===== config.mk =====
export PLATFORM = sky130hd
export DESIGN_NAME = rf_decode_stage
export DESIGN_NICKNAME = d
export VERILOG_FILES = /design/src/rtl/rf_decode_pkg.sv /design/src/rtl/rf_decode_stage_instr_field_decode.sv /design/src/rtl/rf_decode_stage.sv
export SDC_FILE = /design/constraint.sdc
export NUM_CORES = 1
export LEC_CHECK = 0
export CORE_MARGIN = 1.5
export CORE_UTILIZATION = 34
export CTS_CLUSTER_SIZE = 20
export DETAILED_ROUTE_END_ITERATION = 12
export HOLD_SLACK_MARGIN = 0.1
export PLACE_DENSITY = 0.76
export SYNTH_ARGS = -nofsm -noshare
export SYNTH_HDL_FRONTEND = slang
export SYNTH_SLANG_ARGS = --single-unit
export TNS_END_PERCENT = 20

===== constraint.sdc =====
create_clock -name clk -period 1.35 [get_ports clk]
set_input_delay 0.27 -clock clk [delete_from_list [all_inputs] [get_ports clk]]
set_output_delay 0.27 -clock clk [all_outputs]
set_load 0.005 [all_outputs]

===== src/rtl/rf_decode_pkg.sv =====
// Shared definitions for the register-file decode stage: FSM encoding,
// opcode constants, instruction field positions and default widths.
package rf_decode_pkg;

  localparam int DATA_WIDTH_DEF     = 32;
  localparam int REG_ADDR_WIDTH_DEF = 5;
  localparam int INSTR_WIDTH        = 32;

  localparam int OPCODE_WIDTH = 6;
  localparam int FUNCT_WIDTH  = 6;
  localparam int SHAMT_WIDTH  = 5;
  localparam int IMM_WIDTH    = 16;

  localparam int OPCODE_LSB = 26;
  localparam int RS_LSB     = 21;
  localparam int RT_LSB     = 16;
  localparam int RD_LSB     = 11;
  localparam int SHAMT_LSB  = 6;
  localparam int FUNCT_LSB  = 0;
  localparam int IMM_LSB    = 0;

  localparam logic [OPCODE_WIDTH-1:0] OPC_RTYPE = 6'h00;
  localparam logic [OPCODE_WIDTH-1:0] OPC_JAL   = 6'h03;

  typedef enum logic [1:0] {
    ST_IDLE = 2'd0,
    ST_READ = 2'd1,
    ST_OUT  = 2'd2
  } state_t;

endpackage


===== src/rtl/rf_decode_stage_instr_field_decode.sv =====
// Combinational field extractor: source/destination registers, sign-extended
// immediate, opcode, funct and shift amount of a 32-bit instruction.
module instr_field_decode
  import rf_decode_pkg::*;
#(
  parameter int DATA_WIDTH     = DATA_WIDTH_DEF,
  parameter int REG_ADDR_WIDTH = REG_ADDR_WIDTH_DEF
) (
  input  logic [INSTR_WIDTH-1:0]    instr,
  output logic [REG_ADDR_WIDTH-1:0] rs,
  output logic [REG_ADDR_WIDTH-1:0] rt,
  output logic [REG_ADDR_WIDTH-1:0] dest,
  output logic [DATA_WIDTH-1:0]     imm,
  output logic [OPCODE_WIDTH-1:0]   opcode,
  output logic [FUNCT_WIDTH-1:0]    funct,
  output logic [SHAMT_WIDTH-1:0]    shamt
);

  assign opcode = instr[OPCODE_LSB +: OPCODE_WIDTH];
  assign rs     = instr[RS_LSB +: REG_ADDR_WIDTH];
  assign rt     = instr[RT_LSB +: REG_ADDR_WIDTH];
  assign funct  = instr[FUNCT_LSB +: FUNCT_WIDTH];
  assign shamt  = instr[SHAMT_LSB +: SHAMT_WIDTH];
  assign imm    = {{(DATA_WIDTH-IMM_WIDTH){instr[IMM_LSB+IMM_WIDTH-1]}},
                   instr[IMM_LSB +: IMM_WIDTH]};

  // R-type writes rd, jal links into the all-ones register, the rest write rt.
  always_comb begin
    dest = rt;
    if (opcode == OPC_RTYPE) begin
      dest = instr[RD_LSB +: REG_ADDR_WIDTH];
    end else if (opcode == OPC_JAL) begin
      dest = '1;
    end
  end

endmodule


===== src/rtl/rf_decode_stage.sv =====
// Decode stage in front of the 32x32 register file: sequences the read ports,
// latches operands for execute and passes writebacks through to the write port.
// Optional feature macro: DECODE_ZERO_REG_EN (register 0 hardwired to zero).
module rf_decode_stage
  import rf_decode_pkg::*;
#(
  parameter int DATA_WIDTH     = DATA_WIDTH_DEF,
  parameter int REG_ADDR_WIDTH = REG_ADDR_WIDTH_DEF
) (
  input  logic                      clk,
  input  logic                      rst_n,
  input  logic [INSTR_WIDTH-1:0]    instr,
  input  logic                      instr_valid,
  output logic                      instr_ready,
  input  logic                      wb_valid,
  output logic                      wb_ready,
  input  logic [REG_ADDR_WIDTH-1:0] wb_addr,
  input  logic [DATA_WIDTH-1:0]     wb_data,
  output logic [REG_ADDR_WIDTH-1:0] rf_addr_r1,
  output logic [REG_ADDR_WIDTH-1:0] rf_addr_r2,
  output logic [REG_ADDR_WIDTH-1:0] rf_addr_w,
  output logic [DATA_WIDTH-1:0]     rf_data_w,
  output logic                      rf_read,
  output logic                      rf_write,
  input  logic [DATA_WIDTH-1:0]     rf_data_r1,
  input  logic [DATA_WIDTH-1:0]     rf_data_r2,
  output logic                      op_valid,
  input  logic                      op_ready,
  output logic [DATA_WIDTH-1:0]     op_rs_data,
  output logic [DATA_WIDTH-1:0]     op_rt_data,
  output logic [DATA_WIDTH-1:0]     op_imm,
  output logic [REG_ADDR_WIDTH-1:0] op_dest,
  output logic [OPCODE_WIDTH-1:0]   op_opcode,
  output logic [FUNCT_WIDTH-1:0]    op_funct,
  output logic [SHAMT_WIDTH-1:0]    op_shamt
);

  state_t                    state;
  logic [INSTR_WIDTH-1:0]    instr_q;
  logic                      accept;
  logic [REG_ADDR_WIDTH-1:0] dec_rs;
  logic [REG_ADDR_WIDTH-1:0] dec_rt;
  logic [REG_ADDR_WIDTH-1:0] dec_dest;
  logic [DATA_WIDTH-1:0]     dec_imm;
  logic [OPCODE_WIDTH-1:0]   dec_opcode;
  logic [FUNCT_WIDTH-1:0]    dec_funct;
  logic [SHAMT_WIDTH-1:0]    dec_shamt;
  logic [DATA_WIDTH-1:0]     rs_operand;
  logic [DATA_WIDTH-1:0]     rt_operand;

  instr_field_decode #(
    .DATA_WIDTH     (DATA_WIDTH),
    .REG_ADDR_WIDTH (REG_ADDR_WIDTH)
  ) u_field_decode (
    .instr  (instr_q),
    .rs     (dec_rs),
    .rt     (dec_rt),
    .dest   (dec_dest),
    .imm    (dec_imm),
    .opcode (dec_opcode),
    .funct  (dec_funct),
    .shamt  (dec_shamt)
  );

  // Handshakes are gated by rst_n so both readies read 0 while reset is held.
  assign instr_ready = rst_n & ((state == ST_IDLE) | ((state == ST_OUT) & op_ready));
  assign accept      = instr_valid & instr_ready;
  assign wb_ready    = rst_n & (state != ST_READ);
  assign rf_read     = (state == ST_READ);
  assign op_valid    = (state == ST_OUT);

  assign rf_addr_r1 = dec_rs;
  assign rf_addr_r2 = dec_rt;
  assign rf_addr_w  = wb_addr;
  assign rf_data_w  = wb_data;

`ifdef DECODE_ZERO_REG_EN
  assign rf_write   = wb_valid & wb_ready & (wb_addr != '0);
  assign rs_operand = (dec_rs == '0) ? '0 : rf_data_r1;
  assign rt_operand = (dec_rt == '0) ? '0 : rf_data_r2;
`else
  assign rf_write   = wb_valid & wb_ready;
  assign rs_operand = rf_data_r1;
  assign rt_operand = rf_data_r2;
`endif

  always_ff @(posedge clk or negedge rst_n) begin
    if (!rst_n) begin
      state      <= ST_IDLE;
      instr_q    <= '0;
      op_rs_data <= '0;
      op_rt_data <= '0;
      op_imm     <= '0;
      op_dest    <= '0;
      op_opcode  <= '0;
      op_funct   <= '0;
      op_shamt   <= '0;
    end else begin
      case (state)
        ST_IDLE: begin
          if (accept) begin
            instr_q <= instr;
            state   <= ST_READ;
          end
        end
        ST_READ: begin
          op_rs_data <= rs_operand;
          op_rt_data <= rt_operand;
          op_imm     <= dec_imm;
          op_dest    <= dec_dest;
          op_opcode  <= dec_opcode;
          op_funct   <= dec_funct;
          op_shamt   <= dec_shamt;
          state      <= ST_OUT;
        end
        ST_OUT: begin
          // Operands stay frozen until execute takes them.
          if (op_ready) begin
            if (accept) begin
              instr_q <= instr;
              state   <= ST_READ;
            end else begin
              state <= ST_IDLE;
            end
          end
        end
        default: state <= ST_IDLE;
      endcase
    end
  end

endmodule


== Word-level counts from Yosys, hierarchy flattened ==
Index checks and enable logic that the tools add are counted.
Word-level totals
  output and inout bits: 170
  register bits: 136
  bits of input ports: 138
Cells by class
  reduce and logical (&&, ||, !) cells: 5
  mux-type cells: 9
  eq/ne operators: 6
  bitwise operators: 6
Operators with widths (number)
  32-bit 2-to-1 mux: 2
  32-bit case mux with 2 select lines: 1
  5-bit 2-to-1 mux: 2
  6-bit by 2-bit equality test with 1-bit output, second input constant: 1
  6-bit logical NOT: 1
  2-bit case mux with 3 select lines: 1
  1-bit AND: 5
  2-bit 2-to-1 mux: 2
  2-bit by 1-bit inequality test with 1-bit output, second input constant: 2
  2-bit AND reduction: 2
  2-bit by 1-bit equality test with 1-bit output, second input constant: 1
  2-bit equality test, second input constant: 1
  2-bit logical NOT: 1
  2-bit inequality test, second input constant: 1
  2-bit nonzero test: 1
  1-bit 2-to-1 mux: 1
  1-bit OR: 1

== Logic depth before layout (Yosys ltp) ==
Gate-level depths: netlist of the first run.
  depth after elaboration: 8
  mapped depth: 7
  depth with buffers taken out: 4

== Hierarchy ==
From an unflattened synthesis of the first run, not the netlist that was laid out.
Unflattened totals
  cell total of the unflattened synthesis: 684
  area, all modules: 6740.2 µm²
Modules (own cells, without submodules)
  rf_decode_stage: cells an instance 615, area an instance 6200.9 µm², times used 1
  instr_field_decode: cells an instance 69, area an instance 539.3 µm², times used 1

== Worst setup path before layout of the first run ==
Ideal clock, no wire load.
  path type: register to register
  start point: register instr_q[31]
  end point: register op_dest[0]
  required time: 1.225 ns
  clock period less this slack: 1.358 ns
  stages on the path, launching flop included: 4
  slack: -0.008 ns
  arrival: 1.232 ns
  cells stage by stage: dfrtp_1 or4_4 o41ai_2 o21ai_1
On the way
  cells in the longest elaborated chain, start to end: 3
  elaborated cells between the ends (all ways): 4
  those cells by class: eq/ne: 1; mux: 2; reduce/logical: 1
Ends and longest elaborated chain
  start: declaration: RTL line rf_decode_stage.sv:39  | logic [INSTR_WIDTH-1:0] instr_q;
  start signal: assignment: RTL line rf_decode_stage.sv:102  | instr_q <= instr;
  start signal: assignment: RTL line rf_decode_stage.sv:120  | instr_q <= instr;
  6-bit by 2-bit equality test with 1-bit output: RTL line rf_decode_stage_instr_field_decode.sv:32  | end else if (opcode == OPC_JAL) begin
  5-bit 2-to-1 mux: RTL line rf_decode_stage_instr_field_decode.sv:32
  5-bit 2-to-1 mux (*): RTL line rf_decode_stage_instr_field_decode.sv:30  | if (opcode == OPC_RTYPE) begin
  end signal: assignment: RTL line rf_decode_stage.sv:110  | op_dest <= dec_dest;
  end: declaration: RTL line rf_decode_stage.sv:32  | output logic [REG_ADDR_WIDTH-1:0] op_dest,
Every way passes the cells marked *; elsewhere a longest branch is shown, timed or not.
A chain may end at the register's enable or synchronous reset.

== Worst setup path after layout of the first run ==
  start point: register state[0]
  end point: output port rf_write
On the way
  cells in the longest elaborated chain, start to end: 3
Ends and longest elaborated chain
  start: declaration: RTL line rf_decode_stage.sv:38  | state_t state;
  start signal: assignment: RTL line rf_decode_stage.sv:89  | state <= ST_IDLE;
  start signal: assignment: RTL line rf_decode_stage.sv:103  | state <= ST_READ;
  start signal: assignment: RTL line rf_decode_stage.sv:114  | state <= ST_OUT;
  2-bit by 1-bit inequality test with 1-bit output: RTL line rf_decode_stage.sv:68  | assign wb_ready = rst_n & (state != ST_READ);
  1-bit AND: RTL line rf_decode_stage.sv:68
  1-bit AND: RTL line rf_decode_stage.sv:82  | assign rf_write = wb_valid & wb_ready;
  end: declaration: RTL line rf_decode_stage.sv:24  | output logic rf_write,
Every way passes these cells.

==> results of run 1 <==
==> metal layers <==
layer,global-route usage [%],wire length (um)
met5,0,0
met3,7.51,1350
met4,8.72,466
met2,29.2,7310
met1,20.3,6140
==> through the flow <==
step                hold slack [ns]  TNS [ns]  std cells  area [um^2]  util, %
floorplan                   -0.0256   -0.0351        538         5310        -
global placement              0.210    -10.03        890         7490     49.2
detailed placement            0.215    -11.69        890         7490     49.2
CTS                           0.365     -8.53        941         8220     54.0
global route                  0.368    -14.96        953         8480     55.8
finish                        0.383     -6.32        953         8480     55.8
==> registers in the layout, indices dropped and copies added, names as in the netlist <==
name / cells
instr_q: 32
op_dest: 5
op_imm: 16
op_opcode: 6
state: 2
op_rt_data: 32
op_rs_data: 32
==> where the power goes <==
group	switching, uW	internal, uW	total (uW)
Clock	1560	2630	4200
Sequential	643	4760	5410
Combinational	1670	2640	4310
==> layout make-up <==
class / instances / area [um^2]
timing repair buffer: 287 / 2920
multi-input combinational: 321 / 1640
clock buffer: 22 / 474
fill: 1325 / 6720
tap: 188 / 235
sequential: 125 / 3130
clock inverter: 7 / 66.3
antenna: 1 / 2.50
inverter: 2 / 12.5
==> placed cells by master, fill, tap and decap left out, types with 2 or more instances in the layout <==
cell type                           n
sky130_fd_sc_hd__mux2_2            32
sky130_fd_sc_hd__o21ai_1            5
sky130_fd_sc_hd__a21oi_1            5
sky130_fd_sc_hd__nand2_1          253
sky130_fd_sc_hd__o41ai_2            5
sky130_fd_sc_hd__buf_16             2
sky130_fd_sc_hd__clkdlybuf4s15_1   90
sky130_fd_sc_hd__clkinv_2           4
sky130_fd_sc_hd__buf_12             4
sky130_fd_sc_hd__buf_2              3
sky130_fd_sc_hd__buf_8              2
sky130_fd_sc_hd__dfrtp_1          125
sky130_fd_sc_hd__clkbuf_16         21
sky130_fd_sc_hd__clkbuf_2           7
sky130_fd_sc_hd__clkdlybuf4s50_1   99
sky130_fd_sc_hd__dlygate4sd2_1     11
sky130_fd_sc_hd__buf_6             34
sky130_fd_sc_hd__nand2b_4           2
sky130_fd_sc_hd__nand2_4            3
sky130_fd_sc_hd__nand2_2            7
sky130_fd_sc_hd__clkbuf_1           2
sky130_fd_sc_hd__buf_4             30
sky130_fd_sc_hd__clkbuf_8           3
sky130_fd_sc_hd__clkinv_4           2
==> synth_stat cells, types with 2 or more instances <==
cell                       number
sky130_fd_sc_hd__mux2_2        32
sky130_fd_sc_hd__nand2_1      263
sky130_fd_sc_hd__nand2b_1       2
sky130_fd_sc_hd__buf_2         21
sky130_fd_sc_hd__o41ai_2        5
sky130_fd_sc_hd__buf_4         64
sky130_fd_sc_hd__clkbuf_1       4
sky130_fd_sc_hd__a21oi_1        5
sky130_fd_sc_hd__o21ai_1        5
sky130_fd_sc_hd__inv_1          2
sky130_fd_sc_hd__dfrtp_1      125
==> worst min-delay path by stage <==
stage                   startpoint                          to  slack (ns)  depth (start not counted)
floorplan                    rst_n      instr_q[0]$_DFFE_PN0P_       -0.03                          0
global placement             rst_n     instr_q[25]$_DFFE_PN0P_        0.21                          2
detailed placement           rst_n     instr_q[25]$_DFFE_PN0P_        0.22                          2
CTS                 rf_data_r1[11]  op_rs_data[11]$_DFFE_PN0P_        0.36                          3
global route        rf_data_r1[11]  op_rs_data[11]$_DFFE_PN0P_        0.37                          3
finish               rf_data_r1[4]   op_rs_data[4]$_DFFE_PN0P_        0.38                          3
==> what timing repair did <==
action / CTS / global route
cloned: 2 / 5
buffers inserted: 19 / 7
hold buffers: 1 / 0
setup endpoints to repair: 204 / 213
hold endpoints to repair: 55 / 0
pin swaps: 2 / 3
gates resized for setup: 278 / 95
==> cells by family (layout without fill, tap and decap cells) <==
family          Yosys count  after routing  share of synthesized area, %
other cells               0              1                             0
compound gates           16             16                          2.57
mux                      32             32                          6.79
xor+xnor                  1              1                         0.165
buf+inv                  92            318                          11.5
simple gates            272            272                          20.0
flops                   125            125                          59.0
==> worst max-delay path: cells and delay by family, from the launching register on <==
family | cells | cell delay [ns]
buffers and inverters | 2 | 0.21
flip-flops | 1 | 0.39
AND/OR/NAND/NOR | 2 | 0.29
==> flow_summary.toml, run 1 <==
[status]
status = "finished, violations left"
failed_checks = "setup timing"

[floorplanning]
io_pins = 308
die_area_um2 = 16400
initial_core_util_pct = 34.9
core.rowCount = 45
fp.dieW_um = 128
core_area_um2 = 15200
chipHeight_um = 128

[global_routing]
overflow = 0
grt_pass1_wl_um = 22100
first_global_vias = 4223
grtUsageTotal_pct = 17.9
grt_antenna_before_repair = 1
grt_max_degree = 71

[worst_setup_path]
timing.critical_path.fanout_max = 5
critical-path-top-cell-by-count = "sky130_fd_sc_hd__buf_6"
crit_arrival_ns = 1.31
worst_reg2reg_setup_slack_ns = -0.10
setup.worst_path.end_class = "primary output"
startpoint_type = "flip-flop"
critPathSlowestCell = "sky130_fd_sc_hd__dfrtp_1"
critPathRequiredTime_ns = 1.08
endpoint = "rf_write"
regToRegEndpoint = "instr_q[9]$_DFFE_PN0P_"
critPathLaunch = "state[0]$_DFFE_PN0P_"
reg2reg_from = "state[1]$_DFFE_PN0P_"
critical_path.cell_chain = "buf_6, nand2b_4, and3_4, buf_6"
r2r.worst_path.cells = 6
worst-setup-path-type = "reg -> out"
timing.critical_path.slowest_cell_delay_ns = 0.39

[layout]
final_layout_size_suffix_gt1_share_pct = 22.0
fin_nets = 892
syn_to_final_growth_pct = 59.9

[yosys]
synthesis.nets = 676
edff_count_synth = 0
asyncSetResetFlopFracSynth_pct = 100
avgSynthCellArea_um2 = 9.86
synth_top_cells_by_area = "sky130_fd_sc_hd__dfrtp_1 (59%), sky130_fd_sc_hd__nand2_1 (19%), sky130_fd_sc_hd__buf_4 (9.1%)"
post_synth_num_cell_types = 21
synthesis.instances = 538
netlist_area_um2 = 5310
synth.ff_latch_count = 125
yosysWarnings = 0
synth.largest_area_cell = "sky130_fd_sc_hd__dfrtp_1"
synth_top_area_share_pct = 59.0
synth_sequential_area_ratio_pct = 59.0
postSynth.topFlopCell = "sky130_fd_sc_hd__dfrtp_1"

[routing]
detail_route.wl_per_cell_um = 16.0
drt_drc_violations_left = 0
drt-initial-drc-count = 169
num_vias = 4284
wirelength_um = 15300
drt_first_pass_iters = 4
avgViaCountPerCell = 4.50
final_antenna_net_count = 0

[clocking]
clock_path_buffers = 2
cts_tree = "built"
clock_net_sink_count = 125
clkSlewWorstSetupHoldPaths_ns = 0.05
root_buffer = "sky130_fd_sc_hd__clkbuf_16"
worstSkewPairLatency_ns = 0.41
cts_inserted_buffers = 17
ctsHtreeMaxLevel = 4

[timing]
max_slew_violation_total_from_the_final_report = 0
slew_headroom_pct = 62.8
clk_skew_ns = 0.00789
min_period_over_period_pct = 117
timing.final.hold_violations = 0
max_freq_mhz = 634
setup_viol = 110
finalCriticalPeriod_ns = 1.58
finalWorstSetupSlack_ns = -0.228
grt_setup_unrepaired = "true"
worst_slew_pin_slew_ns = 0.558

[place]
port_buffers = 233
post-dp-hpwl_um = 10000
pre_cts_ws_ns = -0.453
globalplace.congestion = 0.729

[pwr]
worst_ir_drop_vdd_mv = 0.879
power.static_leakage_uw = 0.00418
totalPowerFinal_uw = 13900
power_density_nw_per_um2 = 1640

[run]
drv_cap = 0

[worst_hold_path]
min_path_type = "in -> reg"
Power figures use the tool's default switching activity.
==> inputs of run 2 (changes only) <==
--- a/config.mk
+++ b/config.mk
@@ -7,6 +7,7 @@
 export LEC_CHECK = 0
 export CORE_MARGIN = 1.5
 export CORE_UTILIZATION = 34
+export CTS_BUF_LIST = sky130_fd_sc_hd__clkbuf_16
 export CTS_CLUSTER_SIZE = 20
 export DETAILED_ROUTE_END_ITERATION = 12
 export HOLD_SLACK_MARGIN = 0.1
==> run 2 against run 1 <==
  * The run still ends with setup timing left
  * Power shrank 1.2%
  * Clock-buffer cell count decreased by 5
  * Final area decreased by 0.24%
  * Sequential share of layout area up 0.087 points
  * Sequential cell count unchanged
  * Clock power shrank 5%
  * Fmax is essentially flat
  * Via count grew 0.12%
  * Critical path type unchanged
==> flow_summary.toml, run 2 (synthesis results as in run 1) <==
[worst_setup_path]
critical_path.cell_chain = "buf_6, nand2b_4, and3_4, buf_6"
crit_arrival_ns = 1.31
critPathSlowestCell = "sky130_fd_sc_hd__dfrtp_1"
setup.worst_path.end_class = "primary output"
worst-setup-path-type = "reg -> out"
critPathRequiredTime_ns = 1.08
timing.critical_path.fanout_max = 5
startpoint_type = "flip-flop"
critical-path-top-cell-by-count = "sky130_fd_sc_hd__buf_6"
timing.critical_path.slowest_cell_delay_ns = 0.39
r2r.worst_path.cells = 6

[global_routing]
overflow = 0
grt_pass1_wl_um = 22100
first_global_vias = 4224
grt_antenna_before_repair = 1
grt_max_degree = 71
grtUsageTotal_pct = 17.9

[clocking]
clkSlewWorstSetupHoldPaths_ns = 0.05
worstSkewPairLatency_ns = 0.41
clock_net_sink_count = 125
cts_inserted_buffers = 17
ctsHtreeMaxLevel = 4
clock_path_buffers = 2
cts_tree = "built"
root_buffer = "sky130_fd_sc_hd__clkbuf_16"

[floorplanning]
core_area_um2 = 15200
io_pins = 308
chipHeight_um = 128
die_area_um2 = 16400
core.rowCount = 45
initial_core_util_pct = 34.9
fp.dieW_um = 128

[place]
globalplace.congestion = 0.729
postPlaceCellArea_um2 = 7490
port_buffers = 233
post-dp-hpwl_um = 10000
inst_count_dp = 890

[routing]
detail_route.wl_per_cell_um = 16.0
drt-initial-drc-count = 154
drt_drc_violations_left = 0
num_vias = 4289
final_antenna_net_count = 0
wirelength_um = 15300
avgViaCountPerCell = 4.50
drt_first_pass_iters = 4

[worst_hold_path]
cell_depth_of_the_worst_min_delay_path = 3
min_path_type = "in -> reg"

[status]
failed_checks = "setup timing"
status = "finished, violations left"

[timing]
slew_headroom_pct = 62.0
timing.final.hold_violations = 0
max_freq_mhz = 634
clk_skew_ns = 0.00766
min_period_over_period_pct = 117
finalWorstSetupSlack_ns = -0.228
grt_setup_unrepaired = "true"
setup_viol = 111
finalCriticalPeriod_ns = 1.58
worst_slew_pin_slew_ns = 0.570
max_slew_violation_total_from_the_final_report = 0

[layout]
fin_nets = 892
syn_to_final_growth_pct = 59.6
layout.cell_area.non_filler_um2 = 8460
mostFrequentLayoutCell = "sky130_fd_sc_hd__nand2_1"
layout_common_cells = "sky130_fd_sc_hd__nand2_1 (253), sky130_fd_sc_hd__dfrtp_1 (125), sky130_fd_sc_hd__clkdlybuf4s50_1 (99), sky130_fd_sc_hd__clkdlybuf4s15_1 (90), sky130_fd_sc_hd__buf_6 (36)"
instances_no_fill = 953
top_regs = "instr_q x32, op_rs_data x32, op_rt_data x32"
final_layout_size_suffix_gt1_share_pct = 21.6

[pwr]
worst_ir_drop_vdd_mv = 0.879
power.static_leakage_uw = 0.00417
power_density_nw_per_um2 = 1620

[run]
drv_cap = 0
[run 2: cell types whose count changed in the layout (fill, tap and decap cells not counted)]
cell,before,now
sky130_fd_sc_hd__buf_4,30,29
sky130_fd_sc_hd__buf_6,34,36
sky130_fd_sc_hd__clkbuf_1,2,0
sky130_fd_sc_hd__clkbuf_2,7,6
sky130_fd_sc_hd__clkbuf_8,3,0
sky130_fd_sc_hd__clkinv_1,0,3
sky130_fd_sc_hd__inv_1,1,3
[run 2: timing repair]
action,in CTS,in global routing
hold buffers,1,0
resized for setup,282,94
setup endpoints to repair,204,212
hold endpoints to repair,55,0
buffers inserted,19,7
pin swaps,2,3
cloned,2,5
[run 2: stage by stage]
step / total power (uW) / hold WS [ns] / setup TNS [ns] / utilization, % / setup WS (ns)
after floorplan: 7030 / -0.0256 / -0.0351 / - / -0.00702
after global placement: 9660 / 0.210 / -10.03 / 49.2 / -0.432
after detailed placement: 9760 / 0.215 / -11.69 / 49.2 / -0.453
after CTS: 13700 / 0.366 / -8.46 / 53.8 / -0.235
after global routing: 14600 / 0.369 / -14.97 / 55.7 / -0.277
final: 13700 / 0.383 / -6.56 / 55.7 / -0.228
[run 2: worst max-delay path: cells and delay by family, from the launching register on]
family	cells	cell delay [ns]
flops	1	0.39
simple gates	2	0.29
buf+inv	2	0.21
[run 2: area by class of cell]
type                       count  area (um^2)
antenna                        1         2.50
fill                        1327         6740
tap                          188          235
clock buffer                  17          425
sequential                   125         3130
timing repair buffer         287         2930
multi-input combinational    321         1640
inverter                       2         12.5
clock inverter                12         85.1
[run 2: path summary, 6_finish.rpt]
path	from	to	slack, ns
setup / recovery	state[0]$_DFFE_PN0P_	rf_write	-0.23
hold / removal	rf_data_r2[13]	op_rt_data[13]$_DFFE_PN0P_	0.38
setup reg to reg	state[1]$_DFFE_PN0P_	instr_q[9]$_DFFE_PN0P_	-0.10
hold reg to reg	instr_q[4]$_DFFE_PN0P_	op_imm[4]$_DFFE_PN0P_	0.46
max in group asynchronous	rst_n	op_imm[8]$_DFFE_PN0P_	0.19
min in group asynchronous	rst_n	instr_q[25]$_DFFE_PN0P_	0.54
[run 2: metal layers]
layer | track usage [%] | part of all wire, % | up-vias
met5 | 0 | 0 | -
met3 | 7.51 | 8.8 | 31
met4 | 8.72 | 3.1 | 0
met2 | 29.2 | 48 | 189
met1 | 20.3 | 40 | 2020
li1 | - | - | 2049
[run 2: where the power goes]
| part | internal, uW | switching [uW] | total, uW |
|---|---|---|---|
| clock | 2440 | 1570 | 4010 |
| sequential | 4760 | 645 | 5410 |
| combinational | 2650 | 1670 | 4320 |
| total | 9860 | 3880 | 13700 |
